[config.mk]
export PLATFORM = sky130hd
export DESIGN_NAME = collision_referee
export DESIGN_NICKNAME = d
export VERILOG_FILES = /design/src/rtl/pong_pkg.sv /design/src/rtl/rect_overlap.sv /design/src/rtl/collision_referee.sv
export SDC_FILE = /design/constraint.sdc
export NUM_CORES = 1
export LEC_CHECK = 0
export BUFFER_PORTS_ARGS = -buffer_cell sky130_fd_sc_hd__buf_2
export CAP_MARGIN = 0
export CORE_ASPECT_RATIO = 1.2
export CORE_MARGIN = 1.5
export CORE_UTILIZATION = 55
export CTS_CLUSTER_DIAMETER = 150
export DETAILED_ROUTE_END_ITERATION = 12
export PLACE_DENSITY = 0.81
export SYNTH_ARGS = -nofsm -noshare
export SYNTH_HDL_FRONTEND = slang
export SYNTH_SLANG_ARGS = --single-unit
export TNS_END_PERCENT = 5
[constraint.sdc]
create_clock -name clock -period 2.5 [get_ports clock]
set_input_delay 0.375 -clock clock [delete_from_list [all_inputs] [get_ports clock]]
set_output_delay 0.375 -clock clock [all_outputs]
set_load 0.03 [all_outputs]
[src/rtl/pong_pkg.sv]
// Shared pong definitions: bounce codes, winner codes and referee FSM states.
package pong_pkg;

    typedef enum logic [1:0] {
        BOUNCE_NONE   = 2'd0,
        BOUNCE_PADDLE = 2'd1,
        BOUNCE_WALL   = 2'd2,
        BOUNCE_GOAL   = 2'd3
    } bounce_t;

    typedef enum logic [1:0] {
        WINNER_NONE = 2'd0,
        WINNER_P1   = 2'd1,
        WINNER_P2   = 2'd2
    } winner_t;

    typedef enum logic [1:0] {
        ST_PLAY    = 2'd0,
        ST_HOLDOFF = 2'd1,
        ST_SERVE   = 2'd2,
        ST_OVER    = 2'd3
    } ref_state_t;

endpackage

[src/rtl/rect_overlap.sv]
// Combinational ball-versus-paddle rectangle test; edges that touch count as a hit.
// All sums are one bit wider than a position so they cannot wrap.
module rect_overlap #(
    parameter int POS_W  = 10,
    parameter int SIZE_W = 8
) (
    input  logic [POS_W-1:0]  ball_x,
    input  logic [POS_W-1:0]  ball_y,
    input  logic [SIZE_W-1:0] ball_size_x,
    input  logic [SIZE_W-1:0] ball_size_y,
    input  logic [POS_W-1:0]  rect_x,
    input  logic [POS_W-1:0]  rect_y,
    input  logic [SIZE_W-1:0] rect_size_x,
    input  logic [SIZE_W-1:0] rect_size_y,
    output logic              hit
);

    localparam int PAD_W = POS_W + 1 - SIZE_W;

    logic [POS_W:0] ball_x_ext;
    logic [POS_W:0] ball_y_ext;
    logic [POS_W:0] rect_x_ext;
    logic [POS_W:0] rect_y_ext;
    logic [POS_W:0] ball_right;
    logic [POS_W:0] ball_bottom;
    logic [POS_W:0] rect_right;
    logic [POS_W:0] rect_bottom;

    assign ball_x_ext  = {1'b0, ball_x};
    assign ball_y_ext  = {1'b0, ball_y};
    assign rect_x_ext  = {1'b0, rect_x};
    assign rect_y_ext  = {1'b0, rect_y};
    assign ball_right  = ball_x_ext + {{PAD_W{1'b0}}, ball_size_x};
    assign ball_bottom = ball_y_ext + {{PAD_W{1'b0}}, ball_size_y};
    assign rect_right  = rect_x_ext + {{PAD_W{1'b0}}, rect_size_x};
    assign rect_bottom = rect_y_ext + {{PAD_W{1'b0}}, rect_size_y};

    // Overlap on both axes at once.
    always_comb begin
        hit = (ball_x_ext <= rect_right) && (ball_right >= rect_x_ext) &&
              (ball_y_ext <= rect_bottom) && (ball_bottom >= rect_y_ext);
    end

endmodule

[src/rtl/collision_referee.sv]
// Pong referee: classifies the ball position once per frame, emits a one-cycle
// bounce strobe, keeps score and decides the winner.
module collision_referee
    import pong_pkg::*;
#(
    parameter int SCREEN_X       = 640,
    parameter int SCREEN_Y       = 480,
    parameter int MARGIN         = 5,
    parameter int POS_W          = 10,
    parameter int SIZE_W         = 8,
    parameter int SCORE_W        = 4,
    parameter int WIN_SCORE      = 9,
    parameter int HOLDOFF_FRAMES = 4,
    parameter int SERVE_FRAMES   = 60
) (
    input  logic               clock,
    input  logic               reset,
    input  logic               frame_tick,
    input  logic               new_game,
    input  logic [POS_W-1:0]   ball_pos_x,
    input  logic [POS_W-1:0]   ball_pos_y,
    input  logic [SIZE_W-1:0]  ball_size_x,
    input  logic [SIZE_W-1:0]  ball_size_y,
    input  logic [POS_W-1:0]   paddle_1_pos_x,
    input  logic [POS_W-1:0]   paddle_1_pos_y,
    input  logic [POS_W-1:0]   paddle_2_pos_x,
    input  logic [POS_W-1:0]   paddle_2_pos_y,
    input  logic [SIZE_W-1:0]  paddle_1_size_x,
    input  logic [SIZE_W-1:0]  paddle_1_size_y,
    input  logic [SIZE_W-1:0]  paddle_2_size_x,
    input  logic [SIZE_W-1:0]  paddle_2_size_y,
    output logic [1:0]         bounce,
    output logic               bounce_valid,
    output logic [SCORE_W-1:0] score_player_1,
    output logic [SCORE_W-1:0] score_player_2,
    output logic               game_over,
    output logic [1:0]         winner
);

    if (WIN_SCORE > (1 << SCORE_W) - 1) begin : g_bad_win_score
        $error("WIN_SCORE does not fit in SCORE_W bits");
    end

    localparam int MAX_FRAMES = (SERVE_FRAMES > HOLDOFF_FRAMES) ? SERVE_FRAMES : HOLDOFF_FRAMES;
    localparam int CNT_W      = $clog2(MAX_FRAMES + 1);
    localparam int PAD_W      = POS_W + 1 - SIZE_W;

    localparam logic [POS_W:0]   GOAL_RIGHT  = (POS_W+1)'(SCREEN_X - MARGIN);
    localparam logic [POS_W:0]   WALL_BOTTOM = (POS_W+1)'(SCREEN_Y - MARGIN);
    localparam logic [POS_W:0]   EDGE_LOW    = (POS_W+1)'(MARGIN);
    localparam logic [CNT_W-1:0] HOLD_LAST   = CNT_W'(HOLDOFF_FRAMES - 1);
    localparam logic [CNT_W-1:0] SERVE_LAST  = CNT_W'(SERVE_FRAMES - 1);
    localparam logic [SCORE_W-1:0] WIN_VAL   = SCORE_W'(WIN_SCORE);

    ref_state_t         state, state_next;
    logic [CNT_W-1:0]   cnt, cnt_next;
    logic [SCORE_W-1:0] score_1, score_1_next, score_2, score_2_next;
    logic               over, over_next;
    winner_t            winner_q, winner_next;
    bounce_t            bounce_q, bounce_next;
    logic               valid_q, valid_next;

    logic [POS_W:0]     ball_right, ball_bottom;
    logic               goal_right, goal_left, wall_bottom, wall_top;
    logic               hit_1, hit_2;
    logic [SCORE_W-1:0] score_1_inc, score_2_inc;

    assign ball_right  = {1'b0, ball_pos_x} + {{PAD_W{1'b0}}, ball_size_x};
    assign ball_bottom = {1'b0, ball_pos_y} + {{PAD_W{1'b0}}, ball_size_y};
    assign goal_right  = ball_right >= GOAL_RIGHT;
    assign goal_left   = {1'b0, ball_pos_x} <= EDGE_LOW;
    assign wall_bottom = ball_bottom >= WALL_BOTTOM;
    assign wall_top    = {1'b0, ball_pos_y} <= EDGE_LOW;
    assign score_1_inc = score_1 + SCORE_W'(1);
    assign score_2_inc = score_2 + SCORE_W'(1);

    rect_overlap #(.POS_W(POS_W), .SIZE_W(SIZE_W)) u_paddle_1 (
        .ball_x      (ball_pos_x),
        .ball_y      (ball_pos_y),
        .ball_size_x (ball_size_x),
        .ball_size_y (ball_size_y),
        .rect_x      (paddle_1_pos_x),
        .rect_y      (paddle_1_pos_y),
        .rect_size_x (paddle_1_size_x),
        .rect_size_y (paddle_1_size_y),
        .hit         (hit_1)
    );

    rect_overlap #(.POS_W(POS_W), .SIZE_W(SIZE_W)) u_paddle_2 (
        .ball_x      (ball_pos_x),
        .ball_y      (ball_pos_y),
        .ball_size_x (ball_size_x),
        .ball_size_y (ball_size_y),
        .rect_x      (paddle_2_pos_x),
        .rect_y      (paddle_2_pos_y),
        .rect_size_x (paddle_2_size_x),
        .rect_size_y (paddle_2_size_y),
        .hit         (hit_2)
    );

    // Next-state, score and event decode; new_game overrides any frame_tick.
    always_comb begin
        state_next   = state;
        cnt_next     = cnt;
        score_1_next = score_1;
        score_2_next = score_2;
        over_next    = over;
        winner_next  = winner_q;
        bounce_next  = BOUNCE_NONE;
        valid_next   = 1'b0;
        if (new_game) begin
            state_next   = ST_SERVE;
            cnt_next     = '0;
            score_1_next = '0;
            score_2_next = '0;
            over_next    = 1'b0;
            winner_next  = WINNER_NONE;
        end else if (frame_tick) begin
            case (state)
                ST_PLAY, ST_HOLDOFF: begin
                    if (goal_right || goal_left) begin
                        bounce_next = BOUNCE_GOAL;
                        valid_next  = 1'b1;
                        cnt_next    = '0;
                        state_next  = ST_SERVE;
                        if (goal_right) begin
                            score_1_next = score_1_inc;
                            if (score_1_inc == WIN_VAL) begin
                                state_next  = ST_OVER;
                                over_next   = 1'b1;
                                winner_next = WINNER_P1;
                            end
                        end else begin
                            score_2_next = score_2_inc;
                            if (score_2_inc == WIN_VAL) begin
                                state_next  = ST_OVER;
                                over_next   = 1'b1;
                                winner_next = WINNER_P2;
                            end
                        end
                    end else if (state == ST_PLAY) begin
                        if (wall_bottom || wall_top || hit_1 || hit_2) begin
                            bounce_next = (wall_bottom || wall_top) ? BOUNCE_WALL : BOUNCE_PADDLE;
                            valid_next  = 1'b1;
                            state_next  = ST_HOLDOFF;
                            cnt_next    = '0;
                        end
                    end else if (cnt == HOLD_LAST) begin
                        state_next = ST_PLAY;
                        cnt_next   = '0;
                    end else begin
                        cnt_next = cnt + CNT_W'(1);
                    end
                end
                ST_SERVE: begin
                    if (cnt == SERVE_LAST) begin
                        state_next = ST_PLAY;
                        cnt_next   = '0;
                    end else begin
                        cnt_next = cnt + CNT_W'(1);
                    end
                end
                default: begin
                end
            endcase
        end
    end

    // State, counters, scores and the registered event strobe.
    always_ff @(posedge clock or posedge reset) begin
        if (reset) begin
            state    <= ST_SERVE;
            cnt      <= '0;
            score_1  <= '0;
            score_2  <= '0;
            over     <= 1'b0;
            winner_q <= WINNER_NONE;
            bounce_q <= BOUNCE_NONE;
            valid_q  <= 1'b0;
        end else begin
            state    <= state_next;
            cnt      <= cnt_next;
            score_1  <= score_1_next;
            score_2  <= score_2_next;
            over     <= over_next;
            winner_q <= winner_next;
            bounce_q <= bounce_next;
            valid_q  <= valid_next;
        end
    end

    assign bounce         = bounce_q;
    assign bounce_valid   = valid_q;
    assign score_player_1 = score_1;
    assign score_player_2 = score_2;
    assign game_over      = over;
    assign winner         = winner_q;

endmodule

### Yosys cells after proc, flatten, opt, wreduce, memory -nomap -nowiden

Index checks and enable logic that the tools add are counted.

| operators by class | value |
|---|---|
| add/subtract/negate cells | 9 |
| magnitude comparators | 12 |
| equality and inequality tests | 11 |
| muxes and demuxes | 56 |
| reduce and logical (&&, ||, !) cells | 23 |

Operators by type and width:

| operator | number |
|---|---|
| adder 10 x 8 -> 11 bit | 6 |
| >= comparator 11 x 10 -> 1 bit | 4 |
| less-or-equal comparator 10 x 11 -> 1 bit | 4 |
| two-way mux 2 bit | 22 |
| two-way mux 6 bit | 7 |
| two-way mux 4 bit | 10 |
| less-or-equal comparator 10 x 3 -> 1 bit (second input constant) | 2 |
| two-way mux 1 bit | 15 |
| case mux 6 bit (2 select lines) | 1 |
| >= comparator 11 x 10 -> 1 bit (second input constant) | 1 |
| >= comparator 11 x 9 -> 1 bit (second input constant) | 1 |
| != test 5 bit (second input constant) | 2 |
| AND reduction 5 bit | 2 |
| adder 4 x 1 -> 4 bit (second input constant) | 2 |
| == test 4 bit (second input constant) | 2 |
| AND reduction 4 bit | 2 |
| nonzero test 2 bit | 4 |
| adder 6 x 1 -> 6 bit (second input constant) | 1 |
| == test 6 x 2 -> 1 bit (second input constant) | 1 |
| == test 6 bit (second input constant) | 1 |
| logical AND 1 bit | 6 |
| nonzero test 3 bit | 2 |
| logical OR 1 bit | 4 |
| case mux 2 bit (2 select lines) | 1 |
| 8 further kinds | 8 |

| storage, ports and cells | value |
|---|---|
| register bits | 22 |
| output and inout port bits | 14 |
| logic and storage cells | 119 |

### Logic depth before layout (Yosys ltp)

| logic depth | value |
|---|---|
| word-level depth | 13 |
| depth in mapped cells | 21 |

### Cells and area by module

Synthesis repeated with hierarchy kept, for this count alone.

| unflattened totals | value |
|---|---|
| cells, all modules | 883 |
| area, all modules | 6859.1 um^2 |

Modules (own cells, without submodules):

| module | instances | cells each | area an instance (um^2) | sequential area each (um^2) |
|---|---|---|---|---|
| rect_overlap at u_paddle_1 | 1 | 307 | 2339.7 | 0.0 |
| rect_overlap at u_paddle_2 | 1 | 308 | 2322.2 | 0.0 |
| collision_referee | 1 | 268 | 2197.1 | 551.8 |

### Worst setup path after synthesis

No wires, ideal clock.

| timing | value |
|---|---|
| path kind | in2reg |
| from | input paddle_1_pos_x[0] |
| to | register cnt[1] |
| setup time | 0.079 ns |
| arrival time | 3.623 ns |
| slack | -1.202 ns |
| stages on the path | 20 |
| cells stage by stage | ha_1 inv_1 fa_1 nor2b_1 o21ai_1 a21boi_1 o21ai_0 nand2b_1 xnor2_1 ha_1 a21o_1 a21oi_1 o21ai_0 a21o_1 a221oi_1 a311oi_1 nor4_1 nor3_2 a31oi_2 mux2i_1 |

| on the way | value |
|---|---|
| cells in the longest elaborated chain, start to end | 9 |
| elaborated cells on any way between the ends | 10 |

Ends and longest elaborated chain:

| element | line | source |
|---|---|---|
| start, declared | collision_referee.sv:24 | `input logic [POS_W-1:0] paddle_1_pos_x,` |
| adder 10 x 8 -> 11 bit | rect_overlap.sv:35 | `assign rect_right = rect_x_ext + {{PAD_W{1'b0}}, rect_size_x};` |
| less-or-equal comparator 10 x 11 -> 1 bit | rect_overlap.sv:40 | `hit = (ball_x_ext <= rect_right) && (ball_right >= rect_x_ext) &&` |
| logical AND 1 bit * (2 in a row) | rect_overlap.sv:40 |  |
| logical AND 1 bit * | rect_overlap.sv:41 | `(ball_y_ext <= rect_bottom) && (ball_bottom >= rect_y_ext);` |
| logical OR 1 bit * (2 in a row) | collision_referee.sv:142 | `if (wall_bottom \|\| wall_top \|\| hit_1 \|\| hit_2) begin` |
| != test 5 bit (no source line) * | n/a |  |
| AND reduction 3 bit (no source line) * | n/a |  |
| end signal, assigned | collision_referee.sv:182 | `cnt <= cnt_next;` |
| end, declared | collision_referee.sv:56 | `logic [CNT_W-1:0] cnt, cnt_next;` |

Every way passes the cells marked *; elsewhere a longest branch is shown, timed or not.
A chain may end at the register's enable or synchronous reset.

### Worst setup path in the final report

| timing | value |
|---|---|
| from | input paddle_2_pos_x[0] |
| to | register cnt[1] |

| on the way | value |
|---|---|
| cells in the longest elaborated chain, start to end | 8 |
| elaborated cells on any way between the ends | 9 |

Ends and longest elaborated chain:

| element | line | source |
|---|---|---|
| start, declared | collision_referee.sv:26 | `input logic [POS_W-1:0] paddle_2_pos_x,` |
| adder 10 x 8 -> 11 bit | rect_overlap.sv:35 |  |
| less-or-equal comparator 10 x 11 -> 1 bit | rect_overlap.sv:40 |  |
| logical AND 1 bit * (2 in a row) | rect_overlap.sv:40 |  |
| logical AND 1 bit * | rect_overlap.sv:41 |  |
| logical OR 1 bit * | collision_referee.sv:142 |  |
| != test 5 bit (no source line) * | n/a |  |
| AND reduction 3 bit (no source line) * | n/a |  |

Marks and branches as above.

==> impl_summary.txt <==
----------------------------------------------------
[Status]
  Status ... finished, violations left
  Failing checks ... setup timing

[Logic synthesis]
  Synthesized instance count ... 684
  Post-synthesis cell area ... 5360 um^2
  Count of flip-flops with a built-in enable after synthesis ... 0
  Most used flip-flop cell after synthesis ... sky130_fd_sc_hd__dfrtp_1
  Ys async rst share ... 100%
  Flops & latches, synth ... 22
  Post-synthesis sequential area ratio ... 10.3%
  Number of different library cells in the post-synthesis netlist ... 62
  Synthesis warning total ... 0
  Average footprint of a synthesized cell ... 7.84 um^2
  Mapped Nets ... 935

[Finish]
  Area growth, synth to finish ... 45.6%
  Post-layout net count ... 1234
  Final core utilization ... 82.0%
  Filler cell count ... 653
  Post-route insts no fill ... 1105
  Most frequent cells in the layout ... sky130_fd_sc_hd__buf_4 (172), sky130_fd_sc_hd__ha_1 (131), sky130_fd_sc_hd__buf_2 (122), sky130_fd_sc_hd__inv_1 (80)
  Most common cell after layout, fill and taps aside ... sky130_fd_sc_hd__buf_4
  Proportion of layout cells with a drive suffix above 1 ... 36.3%
  Antenna diode count ... 0

[STA]
  Setup repair after global routing missed its margin ... true
  Final cycle utilization of the critical path ... 149%
  Worst hold slack across all endpoints ... 0.289 ns
  Final hold violations ... 0
  Post-layout worst setup margin ... -1.23 ns
  Worst-case headroom to the max-slew limit ... 42.2%
  Finish-stage setup viols ... 18
  Max Clock Skew ... 0.00283 ns
  Highest clock frequency the design can meet ... 0.268 GHz
  Transition time at the pin with the least slew margin ... 0.866 ns
  Final number of max-transition violations ... 0
  Min cycle time layout ... 3.73 ns

[Clock network]
  Clock root buffer ... sky130_fd_sc_hd__clkbuf_16
  Clock tree from TritonCTS ... done
  Clk buf depth ... 2
  Clock sink total ... 22
  Hold buffers post-CTS ... 0
  Number of buffers created by CTS ... 3
  Total number of H-tree levels ... 1
  Later-pin clock latency in the skew report ... 0.26 ns
  Post-CTS clock slew at the launch and capture registers of the worst setup and hold paths ... 0.06 ns

[Setup path]
  Critical path required time ... 2.68 ns
  Largest driver fanout on the critical path ... 6
  Type of element launching the critical path ... input pin
  Startpoint-to-endpoint class of the critical path ... in2reg
  Nature of the critical path endpoint ... flip-flop
  Worst Path Arrival ... 3.91 ns
  Worst r2r path cells ... 7

[Place]
  Placed wire-length estimate after detailed placement ... 14.5 mm
  IO Port Bufs ... 125
  Number of placed instances, taps included ... 1098
  Final Wtd Congestion ... 0.941
  DP Worst Slack ... -1.72 ns

[Floorplanning]
  Total number of placement rows ... 39
  I/O Pins ... 126
  Die Outline Area ... 10300 um^2
  Core region area ... 9520 um^2
  Initial Utilization ... 56.3%
  Die Y ... 111 um
  Overall die width ... 93.1 um

[Drt]
  Wire per inst ... 15.7 um
  Remaining number of nets flagged by the antenna check after routing ... 0
  Count of vias placed by the detailed router ... 6310
  Initial drt markers ... 292
  Number of iterations in the first detailed-routing pass ... 5
  Average vias per placed instance ... 5.71
  Final WL ... 17.3 mm
  Post-route DRC ... 0

[Hold path]
  Class of the tightest hold or removal check ... in2async

[GRT]
  Global router's overall resource usage ... 32.8%
  Sum of overflow across all layers after global routing ... 0
  Maximum number of pins on one net before global-route repair ... 23
  First-pass GRT wire length ... 27.8 mm
  Initial antenna violation count ... 0
  Number of global-route vias before repair ... 6572

[Power]
  Leakage power ... 4.19 nW
  Post-layout power ... 2.78 mW
  Power per Cell Area ... 356 nW/um^2
  Worst voltage drop across the vdd grid ... 0.199 mV

[Job]
  Max_cap viols ... 0

----------------------------------------------------
## power breakdown
part / switching (mW) / internal [mW]
sequential: 0.00302 / 0.359
clock: 0.133 / 0.318
combinational: 0.973 / 0.994
## layer usage
layer / part of all wire (%) / vias up / track usage (%)
met5: 0 / - / 0
met4: 5.4 / 0 / 15.4
li1: - / 3083 / -
met3: 3.8 / 74 / 2.26
met1: 37 / 2937 / 33.3
met2: 54 / 216 / 65.5
## flip-flops by register name, indices dropped and copies added, names as in the netlist
| name | count |
|---|---|
| score_player_1 | 4 |
| bounce_valid | 1 |
| winner | 2 |
| bounce | 2 |
| state | 2 |
| game_over | 1 |
| score_player_2 | 4 |
| cnt | 6 |
## final cells by class
class                   instances  area, um^2  share of cell area (%)
multi-input cells             577        4750                    60.8
repair buffers                297        1940                    24.9
flip-flops and latches         22         552                    7.07
inverters                      82         308                    3.94
well taps                     123         154                    1.97
clock buffers                   3        75.1                   0.962
clock inverters                 1        30.0                   0.385
## kinds of logic after synthesis
logic type                 count (synthesis)  synth area share [%]
AOI/OAI and AO/OA                        201                  25.1
xor gates and xnor gates                  47                  7.68
adders and majority gates                139                  33.3
buffers and inverters                     85                  5.95
DFF                                       22                  10.3
muxes                                      3                 0.560
and+or+nand+nor                          187                  17.1
## stage by stage
step	TNS (ns)	area, um^2
finish	-11.44	7800
global route	-14.83	7800
detailed placement	-18.51	7410
global placement	-16.62	7410
floorplan	-9.25	5370
CTS	-12.16	7570
## Yosys cell counts, drive strengths merged, types with 12 or more instances
| cell | instances | area share [%] |
|---|---|---|
| nor2 | 47 | 3.3 |
| o21ai | 49 | 4.6 |
| a21oi | 54 | 5.3 |
| a21o | 22 | 3.1 |
| nand3 | 16 | 1.5 |
| inv | 82 | 5.7 |
| xor2 | 15 | 2.5 |
| ha | 133 | 31 |
| nand2 | 47 | 3.3 |
| dfrtp | 21 | 9.8 |
| nor3 | 12 | 1.2 |
| xnor2 | 32 | 5.2 |
| nor2b | 16 | 1.9 |
| nand4 | 12 | 1.4 |
## timing repair
action,4_1_cts,5_1_grt
pin swaps,5,33
setup endpoints to repair,18,18
endpoints found under the hold margin,0,0
resized for setup,10,53
buffers inserted,0,3
## worst paths after layout
path                                   start                end  slack [ns]
max reg2reg                           cnt[0]           state[0]        0.58
max                        paddle_2_pos_x[0]             cnt[1]       -1.23
min                                    reset  score_player_1[0]        0.29
max in group asynchronous              reset          bounce[0]        1.68
min reg2reg                        winner[1]          winner[1]        0.52
min in group clock                frame_tick             cnt[0]        0.45
## critical path: stages
cell and delay, ns:
sky130_fd_sc_hd__buf_2 0.09, sky130_fd_sc_hd__ha_1 0.19, sky130_fd_sc_hd__inv_1 0.07, sky130_fd_sc_hd__fa_1 0.41
sky130_fd_sc_hd__nor2b_2 0.15, sky130_fd_sc_hd__nor3_1 0.07, sky130_fd_sc_hd__o21bai_1 0.21, sky130_fd_sc_hd__nor4_1 0.07
sky130_fd_sc_hd__nor2_1 0.15, sky130_fd_sc_hd__xnor2_1 0.15, sky130_fd_sc_hd__ha_1 0.28, sky130_fd_sc_hd__a21o_1 0.18
sky130_fd_sc_hd__a2111oi_1 0.44, sky130_fd_sc_hd__a311oi_2 0.10, sky130_fd_sc_hd__nor4_2 0.29, sky130_fd_sc_hd__buf_4 0.16
sky130_fd_sc_hd__nor3_4 0.05, sky130_fd_sc_hd__a31oi_4 0.25, sky130_fd_sc_hd__mux2i_1 0.22
(Power assumes the default switching activity.)
